File: config.mk
export PLATFORM = sky130hd
export DESIGN_NAME = fetch_unit
export DESIGN_NICKNAME = d
export VERILOG_FILES = /design/src/rtl/fetch_unit.sv
export SDC_FILE = /design/constraint.sdc
export NUM_CORES = 1
export LEC_CHECK = 0
export CORE_MARGIN = 2
export CORE_UTILIZATION = 45
export CTS_CLUSTER_DIAMETER = 40
export CTS_CLUSTER_SIZE = 25
export DETAILED_ROUTE_END_ITERATION = 8
export PLACE_DENSITY = 0.8
export SLEW_MARGIN = 5
export SYNTH_ARGS = -nofsm -noshare
export SYNTH_HDL_FRONTEND = slang
export SYNTH_SLANG_ARGS = --single-unit
File: constraint.sdc
create_clock -name clk -period 3.05 [get_ports clk]
set_clock_uncertainty 0.15 [all_clocks]
set_input_delay 0.4575 -clock clk [delete_from_list [all_inputs] [get_ports clk]]
set_output_delay 0.4575 -clock clk [all_outputs]
set_load 0.01 [all_outputs]
File: src/rtl/fetch_unit.sv
// Instruction fetch stage: holds the PC, fetches one word per req/ack transaction
// and issues it downstream over valid/ready, then steers the PC from the decoder's pc_control.
module fetch_unit #(
  parameter logic [31:0] RESET_PC = 32'h0000_0000
) (
  input  logic        clk,
  input  logic        rst_n,
  output logic [31:0] imem_addr,
  output logic        imem_req,
  input  logic        imem_ack,
  input  logic [31:0] imem_rdata,
  output logic [31:0] instr,
  output logic [31:0] instr_pc,
  output logic        instr_valid,
  input  logic        instr_ready,
  input  logic [2:0]  pc_control,
  input  logic [31:0] jr_target,
  output logic [31:0] retired,
  output logic        misalign
);

  typedef enum logic [1:0] {IDLE, FETCH, ISSUE} state_t;

  state_t      state;
  state_t      state_nxt;
  logic [31:0] pc;
  logic [31:0] next_pc;
  logic        fetch_done;
  logic        issue_done;

  function automatic logic [31:0] calc_next_pc(
    input logic [2:0]  ctl,
    input logic [31:0] ipc,
    input logic [31:0] ins,
    input logic [31:0] jr
  );
    logic        [31:0] seq;
    logic signed [31:0] br_off;
    seq    = ipc + 32'd4;
    br_off = {{14{ins[15]}}, ins[15:0], 2'b00};
    case (ctl)
      3'b001:  calc_next_pc = {seq[31:28], ins[25:0], 2'b00};
      3'b010:  calc_next_pc = {jr[31:2], 2'b00};
      3'b011:  calc_next_pc = seq + $unsigned(br_off);
      default: calc_next_pc = seq;
    endcase
  endfunction

  assign fetch_done = (state == FETCH) && imem_ack;
  assign issue_done = (state == ISSUE) && instr_ready;
  assign next_pc    = calc_next_pc(pc_control, instr_pc, instr, jr_target);
  assign imem_addr  = pc;

  always_ff @(posedge clk or negedge rst_n) begin
    if (!rst_n) state <= IDLE;
    else        state <= state_nxt;
  end

  always_comb begin
    state_nxt = state;
    case (state)
      IDLE:    state_nxt = FETCH;
      FETCH:   if (imem_ack)    state_nxt = ISSUE;
      ISSUE:   if (instr_ready) state_nxt = FETCH;
      default: state_nxt = IDLE;
    endcase
  end

  // Request and valid decode straight from state, so they are mutually exclusive
  // and drop the instant reset asserts.
  always_comb begin
    imem_req    = 1'b0;
    instr_valid = 1'b0;
    case (state)
      FETCH:   imem_req    = 1'b1;
      ISSUE:   instr_valid = 1'b1;
      default: ;
    endcase
  end

  always_ff @(posedge clk or negedge rst_n) begin
    if (!rst_n) begin
      pc       <= RESET_PC;
      instr    <= 32'h0;
      instr_pc <= 32'h0;
      retired  <= 32'h0;
      misalign <= 1'b0;
    end else begin
      if (fetch_done) begin
        instr    <= imem_rdata;
        instr_pc <= pc;
      end
      if (issue_done) begin
        pc      <= next_pc;
        retired <= retired + 32'd1;
        if (pc_control == 3'b010 && jr_target[1:0] != 2'b00)
          misalign <= 1'b1;
      end
    end
  end

endmodule
== Yosys cells after proc, flatten, opt, wreduce, memory -nomap -nowiden ==
Index checks and enable logic that the tools add are counted.

* Multiplexer cells: 6
* Equality and inequality tests: 7
* Reduce and logical (&&, ||, !) cells: 7
* $add $sub $neg: 3

{| class="wikitable"
|+ Operators by type and width
! operator !! count
|-
| 32-bit case mux with 3 select lines || 1
|-
| 32-bit by 1-bit adder with 32-bit output (second input constant) || 1
|-
| 32-bit by 3-bit adder with 32-bit output (second input constant) || 1
|-
| 32-bit adder || 1
|-
| 3-bit by 2-bit == test with 1-bit output (second input constant) || 2
|-
| 2-bit case mux with 3 select lines || 1
|-
| 2-bit 2-to-1 mux || 2
|-
| 2-bit inequality test (second input constant) || 2
|-
| 2-bit AND reduction || 2
|-
| 3-bit by 1-bit == test with 1-bit output (second input constant) || 1
|-
| 1-bit logical AND || 3
|-
| 2-bit by 1-bit == test with 1-bit output (second input constant) || 1
|-
| 2-bit == test (second input constant) || 1
|-
| 2-bit logical NOT || 1
|-
| 1-bit 2-to-1 mux || 2
|-
| 2-bit nonzero test || 1
|}

* Logic and storage cells: 29
* Flip-flop bits (word level): 131
* Input bits: 71
* Output and inout bits: 131

== Depth between registers and ports, before layout ==
Gate-level depths: netlist (run 1).

* Depth in word-level cells: 3
* Gate-level depth with buffers: 15
* Mapped depth without buffers: 14

== Least setup slack after synthesis (run 1) ==
Ideal clock, no wire load.

* Path kind: reg2reg
* From: register instr_pc[2]
* To: register pc[31] (netlist: imem_addr[31])
* Stages on the path, launching flop included: 15
* Data required time: 2.776 ns
* Path slack: -0.432 ns
* Data arrival time: 3.208 ns
* Path buffers: 1
* Period minus slack after synthesis: 3.482 ns
* Setup time: 0.124 ns
* Cell sequence: dfrtp_1 -> ha_1 -> nand2_1 -> nor4_4 -> nand3_1 -> xnor2_1 -> ha_1 -> clkbuf_1 -> a21o_1 -> a211oi_2 -> a21oi_1 -> a21oi_1 -> o21ai_1 -> a32o_1 -> a211o_1

* Word-level cells in the longest chain between the ends: 3

{| class="wikitable"
|+ RTL lines
! item !! line !! RTL
|-
| from (decl) || 13 || <nowiki>output logic [31:0] instr_pc,</nowiki>
|-
| from (signal assigned) || 91 || <nowiki>instr_pc <= pc;</nowiki>
|-
| 32-bit by 3-bit adder with 32-bit output * || 39 || <nowiki>seq = ipc + 32'd4;</nowiki>
|-
| 32-bit adder || 44 || <nowiki>3'b011: calc_next_pc = seq + $unsigned(br_off);</nowiki>
|-
| 32-bit case mux with 3 select lines * || 41 || <nowiki>case (ctl)</nowiki>
|-
| to (signal assigned) || 94 || <nowiki>pc <= next_pc;</nowiki>
|-
| to (decl) || 26 || <nowiki>logic [31:0] pc;</nowiki>
|}

Every way passes the cells marked *; elsewhere a longest branch is shown, timed or not.
A chain may end at the register's enable or synchronous reset.

== Worst setup path after layout (run 1) ==
* From: register instr_pc[8]
* To: register pc[25] (netlist: imem_addr[25])

Same word-level chain as after synthesis.

==> results.md, run 1 <==
* CTS Buf Count at 17
* Leak at 0.005838 uW
* Via count of the first global-routing pass at 8297
* Sequential fraction of the synthesis area at 0.4157
* Layout cells sized above 1 at 0.3752
* Fin crit period at 3.514 ns
* Clock share of power at 0.130
* PD cells at 1266 mW/mm2
* Non-filler instance count after layout at 1428
* Fin crit share at 1.152
* Internal at 9912 uW
* Pre-CTS setup slack at -0.4297 ns
* Synthesis Warnings at 0
* Gr usage total at 0.3065
* Outcome: finished, violations left
* Finish-stage setup viols at 23
* Crit Path Class: flop to flop
* Slew HR at 0.5243
* Synthesized cell area at 0.007886 mm2
* Flop pwr share at 0.185
* Detail Placement HPWL at 19.30 mm
* WL/cell at 22.74 um
* Critical path's largest stage delay at 0.41 ns
* Combinational fraction of design power at 0.685
* DRT iter0 DRCs at 786
* Site Rows at 48
* Max Cap Viol at 0
* H-tree depth at 4
* Arrival time worst endpoint at 3.66 ns
* Cells along the critical path: inv_1 > nor4_4 > buf_6 > buf_12 > nand2_4 > xnor2_2 > ha_4 > a21oi_4 > nand4_1 > a211oi_4 > a21oi_4 > a31oi_1 > xnor2_1 > a221oi_1 > o21ai_0
* Final nets at 1299
* Crit-path max FO at 5
* Setup TNS at -7.528 ns
* Switch Pwr at 7076 uW
* Crit path required time at 3.19 ns
* Io pins at 202
* Max VDD drop at 0.7286 mV
* Reg2reg setup slack at -0.46 ns
* Met3 usage at 0.07010
* Core area at 0.01724 mm2
* Post-Syn Area per Cell at 9.945 um2
* First-pass GRT wire length at 43.55 mm
* Dpl cells at 1344
* Met2 Use GR at 0.5126
* Die height at 136.4 um
* Commonest register cell after synthesis: dfrtp_1
* Final hold viol count at 0
* DIE AREA at 0.01860 mm2
* Critical path endpoint category: flop
* Final Wtd Congestion at 0.9860
* Skew-Pair Late Insertion Delay at 0.44 ns
* Port buffer count at 201
* Vias at 8548
* Gate Count Post-Synth at 793
* Slew @ Worst Pin at 0.7136 ns
* DR vias/cell at 5.986
* Setup ws final at -0.4643 ns
* Syn-to-layout area delta at 70.13%
* Synth Register Bits at 131
* Total wire length at 32.47 mm
* Sw Share at 0.4165
* Hold Path Class: flop to flop
* Max-slew violation count at 0
* RSZ-0062 raised after global routing: true
* Worst path most repeated cell: a21oi_4
* Global-route congestion overflow total at 0
* Drt first pass iters at 5
* CTS Root Cell: clkbuf_16
* Count of unique library cells instantiated by Yosys at 66
* Most used routing layer: met2
* Clock Tree Buf Depth at 2
* Post-detailed-route count of antenna-violating nets at 0
* Post-Syn Nets at 903
* Antenna violations before repair at 1
* Number of flops mapped to enable cells by yosys at 0
* Fmax at 284.6 MHz
* Failing checks: negative setup slack
* Pin count of the biggest net entering global routing at 72
* Initial core utilization at 0.4575
* Share of the synthesized area in the top cell type at 0.4157
* Residual DRC at 0
* Pwr Total at 16990 uW
* Clock Sinks at 131
* Worst-path clk slew at 0.06 ns
* Post-synthesis async set-or-reset flop share at 1.000
* Die W at 136.4 um
* CTS tree: built
* Type of origin of the critical path: flop
* Crit-path slowest cell: dfrtp_1
* Met1 GRT Util at 0.3697
* Area contributors post-synth: dfrtp_1, mux2_2, xnor2_1
* Synth area leader: dfrtp_1
[worst max-delay path, delay by kind of cell (launching register included)]
kind	cells	cell delay, ns
buf+inv	3	0.41
xor+xnor	2	0.44
flops	1	0.41
simple gates	3	0.51
compound gates	6	1.14
fa+ha+maj	1	0.29
[power groups by stage]
stage          Combinational, uW  Sequential, uW  Clock, uW
5_1_grt                    12200            3210       2310
4_1_cts                     9580            3030       2210
3_3_place_gp                8160            2990          0
6_report                   11600            3140       2210
3_5_place_dp                8230            3020          0
2_1_floorplan               3980            3260          0
[logic make-up (layout without fill, tap and decap cells)]
logic type,count (synthesis),count (layout),synth area share
multiplexers,73,73,0.1030
AO/OA/AOI/OAI,194,194,0.1614
flip-flops,131,131,0.4157
adder cells (fa/ha/maj),39,39,0.06283
buffers and inverters,52,461,0.02570
AND/OR/NAND/NOR,220,220,0.1382
XOR/XNOR,84,84,0.09329
other,0,1,0
[synth_stat cells, types with 13 or more instances]
master	n
a21oi_1	41
nand3_1	27
clkbuf_1	29
dfrtp_1	131
a21o_1	13
nand4_1	16
o22ai_1	15
ha_1	38
xnor2_1	60
nand2_1	76
nor2_1	50
o21ai_0	46
mux2_2	65
xor2_1	24
inv_1	17
[per-layer routing]
layer,share of wire,up-vias
met5,0,-
met4,0.066,0
met3,0.080,173
met2,0.48,518
met1,0.38,4183
li1,-,3674
[through the flow]
stage                       util  cell area [um2]  hold WS (ns)
after global placement    0.6560            11310        0.3100
final                     0.7784            13420        0.3195
after floorplan                -             7933       0.01191
after global routing      0.7784            13420        0.3481
after CTS                 0.7330            12630        0.3218
after detailed placement  0.6560            11310        0.3144
[repair_timing]
action                                  in CTS  in global routing
hold buffers                                 1                  0
pin swaps                                   66                 82
endpoints found under the setup margin      22                 25
endpoints found under the hold margin       69                  0
setup buffers                               27                 29
gates resized for setup                    101                100
[final timing paths]
| check | startpoint | depth (start not counted) | end |
|---|---|---|---|
| setup / recovery | instr_pc[8] | 15 | imem_addr[25] |
| hold / removal | retired[31] | 1 | retired[31] |
| setup reg to reg | instr_pc[8] | 15 | imem_addr[25] |
| hold reg to reg | retired[31] | 1 | retired[31] |
| max in group asynchronous | rst_n | 3 | imem_addr[18] |
| min in group asynchronous | rst_n | 2 | instr[31] |
[flip-flops by register name (all words and copies together), names as in the netlist]
name,count
imem_addr,32
instr,32
instr_pc,32
misalign,1
retired,32
state,2
[layout by cell type, fill, tap and decap left out, types with 19 or more instances in the layout]
cell type and n:
mux2_2 65, clkdlybuf4s50_1 200, ha_1 20, o21ai_0 24
dfrtp_1 125, a21oi_1 27, buf_4 191, nand2_1 68
nor2_1 44, xor2_1 19, xnor2_1 38
[cell type report]
type / instances / area, um2
Tap cell: 225 / 281.5
Clock inverter: 12 / 180.2
Sequential cell: 131 / 3286
Timing Repair Buffer: 412 / 3689
Antenna cell: 1 / 2.502
Fill cell: 995 / 3820
Clock buffer: 20 / 436.7
Inverter: 17 / 63.81
Multi-Input combinational cell: 610 / 5478
Power figures use the tool's default switching activity.
==> run 2, diff against run 1 <==
Settings changed: PLACE_DENSITY 0.8 to 0.76.
==> results.md, run 2 (synthesized netlist as in run 1, its figures left out) <==
* Outcome: finished, violations left (unchanged)
* Failing checks: negative setup slack (unchanged)
* Sw Share at 0.3991 (was 0.4165)
* Worst hold start: retired[31] (unchanged)
* Clock Tree Buf Depth at 2 (unchanged)
* RSZ-0062 raised after global routing: true (unchanged)
* Port buffer count at 201 (unchanged)
* Reg2reg setup slack at -0.34 ns (was -0.46 ns)
* DR vias/cell at 5.696 (was 5.986)
* Flop pwr share at 0.195 (was 0.185)
* Gr usage total at 0.2879 (was 0.3065)
* Detail Placement HPWL at 18.92 mm (was 19.30 mm)
* Worst r2r path cells at 17 (was 15)
* Diodes inserted at 0 (was 1)
* Type of origin of the critical path: flop (unchanged)
* Residual DRC at 0 (unchanged)
* Hold Path Class: flop to flop (unchanged)
* Drt first pass iters at 5 (unchanged)
* Core area at 0.01724 mm2 (unchanged)
* Post-detailed-route count of antenna-violating nets at 0 (unchanged)
* Placed Area at 0.01118 mm2 (was 0.01131 mm2)
* Finish-stage setup viols at 20 (was 23)
* Register area at 0.003286 mm2 (unchanged)
* Fmax at 294.8 MHz (was 284.6 MHz)
* Fin crit period at 3.392 ns (was 3.514 ns)
* Internal at 9512 uW (was 9912 uW)
* R2R Path Start: instr_pc[3] (was instr_pc[8])
* Most frequent cells in the layout: clkdlybuf4s50_1, buf_4, dfrtp_1 (unchanged)
* Vias at 7951 (was 8548)
* Fillcell total at 1138 (was 995)
* Io pins at 202 (unchanged)
* Crit path required time at 3.25 ns (was 3.19 ns)
* Final Wtd Congestion at 0.9557 (was 0.9860)
* H-tree depth at 4 (unchanged)
* DIE AREA at 0.01860 mm2 (unchanged)
* Initial core utilization at 0.4575 (unchanged)
* Slew HR at 0.5363 (was 0.5243)
* Switch Pwr at 6317 uW (was 7076 uW)
* Clock share of power at 0.148 (was 0.130)
* Final nets at 1268 (was 1299)
* Crit-path max FO at 8 (was 5)
* Final hold viol count at 0 (unchanged)
* Combinational fraction of design power at 0.658 (was 0.685)
* Site Rows at 48 (unchanged)
* Max VDD drop at 0.7865 mV (was 0.7286 mV)
* First-pass GRT wire length at 41.26 mm (was 43.55 mm)
* Slew @ Worst Pin at 0.6955 ns (was 0.7136 ns)
* CTS tree: built (unchanged)
* Final instance area at 0.01298 mm2 (was 0.01342 mm2)
* Total wire length at 27.93 mm (was 32.47 mm)
* Layout cells sized above 1 at 0.3467 (was 0.3752)
* Syn-to-layout area delta at 64.60% (was 70.13%)
* Pre-CTS setup slack at -0.3879 ns (was -0.4297 ns)
* Arrival time worst endpoint at 3.59 ns (was 3.66 ns)
* DRT iter0 DRCs at 625 (was 786)
* R2R Path End: imem_addr[29] (was imem_addr[25])
* Die height at 136.4 um (unchanged)
* Crit Path Class: flop to flop (unchanged)
* Pin count of the biggest net entering global routing at 61 (was 72)
* Worst-path clk slew at 0.06 ns (about the same)
* Global-route congestion overflow total at 0 (unchanged)
* CTS Buf Count at 17 (unchanged)
* Critical path endpoint category: flop (unchanged)
* Setup ws final at -0.3423 ns (was -0.4643 ns)
* Antenna violations before repair at 0 (was 1)
* Max-slew violation count at 0 (unchanged)
* Fin crit share at 1.112 (was 1.152)
* Min-Delay Endpoint: retired[31] (unchanged)
* CTS Root Cell: clkbuf_16 (unchanged)
* Commonest non-fill, non-tap cell in the layout: clkdlybuf4s50_1 (unchanged)
* Clock Sinks at 131 (unchanged)
* Die W at 136.4 um (unchanged)
* Leak at 0.005630 uW (was 0.005838 uW)
* Via count of the first global-routing pass at 7837 (was 8297)
* Skew-Pair Late Insertion Delay at 0.43 ns (was 0.44 ns)
* PD cells at 1219 mW/mm2 (was 1266 mW/mm2)
* Max Cap Viol at 0 (unchanged)
* Hold Path Cell Cnt at 1 (unchanged)
* WL/cell at 20.01 um (was 22.74 um)
* Multi-input gate area at 0.005225 mm2 (was 0.005478 mm2)
run 2: cell count changes in the layout (fill, tap and decap cells not counted), sizes merged:
cell,delta
clkbuf,-2
diode,-1
clkinvlp,-1
inv,+3
buf,-31
bufinv,+1
clkinv,-1
run 2: worst max-delay path: stages (launching register included):
cell and delay [ns]:
dfrtp_2 0.42, ha_4 0.17, nand2_4 0.07, nor4_4 0.14, buf_6 0.20, nand2_1 0.12
xnor2_2 0.21, buf_4 0.16, ha_4 0.22, a21oi_4 0.19, nand4_1 0.13, a211oi_2 0.27
a21oi_4 0.10, buf_4 0.15, a41oi_1 0.23, xnor2_1 0.14, nand2_1 0.07, a31oi_1 0.17
run 2: layout make-up:
| cell class | instances | area share |
|---|---|---|
| Clock inverter | 14 | 0.01725 |
| Sequential cell | 131 | 0.2531 |
| Clock buffer | 18 | 0.03383 |
| Timing Repair Buffer | 381 | 0.2667 |
| Inverter | 17 | 0.004916 |
| Tap cell | 225 | 0.02169 |
| Multi-Input combinational cell | 610 | 0.4025 |
run 2: worst max path at each step:
stage / slack, ns / endpoint / from / cells past startpoint
final: -0.34 / imem_addr[29] / instr_pc[3] / 17
after detailed placement: -0.39 / imem_addr[31] / instr_pc[4] / 13
after floorplan: -0.30 / imem_addr[31] / instr_pc[3] / 14
after global placement: -0.29 / imem_addr[31] / instr_pc[4] / 13
after CTS: -0.26 / imem_addr[29] / instr_pc[3] / 16
after global routing: -0.51 / imem_addr[29] / instr_pc[3] / 16
run 2: through the flow:
step                hold slack, ns  utilization  TNS, ns  power [uW]  std cells
detailed placement          0.3187       0.6489   -4.342       11060       1326
CTS                         0.3380       0.7094   -2.519       14080       1374
floorplan                  0.01191            -   -1.177        7232        793
global route                0.3448       0.7531   -7.198       16660       1396
finish                      0.3256       0.7531   -4.574       15830       1396
global placement            0.3056       0.6489   -3.016       10970       1326
run 2: power groups by stage:
stage          sequential [uW]  combinational (uW)  clock, uW
3_5_place_dp              3010                8050          0
2_1_floorplan             3260                3980          0
4_1_cts                   3010                8720       2350
6_report                  3080               10400       2340
5_1_grt                   3160               11100       2440
3_3_place_gp              2980                7980          0
run 2: metal layers:
| metal | track usage | share of wire |
|---|---|---|
| met1 | 0.3699 | 0.40 |
| met2 | 0.4679 | 0.49 |
| met3 | 0.07308 | 0.074 |
| met4 | 0.1088 | 0.037 |
| met5 | 0 | 0 |
run 2: what timing repair did:
action,CTS,global route
pin swaps,36,76
hold endpoints to repair,58,0
setup endpoints to repair,20,23
gates resized for setup,50,107
gates cloned,0,0
hold buffers,1,0
setup buffers,16,23
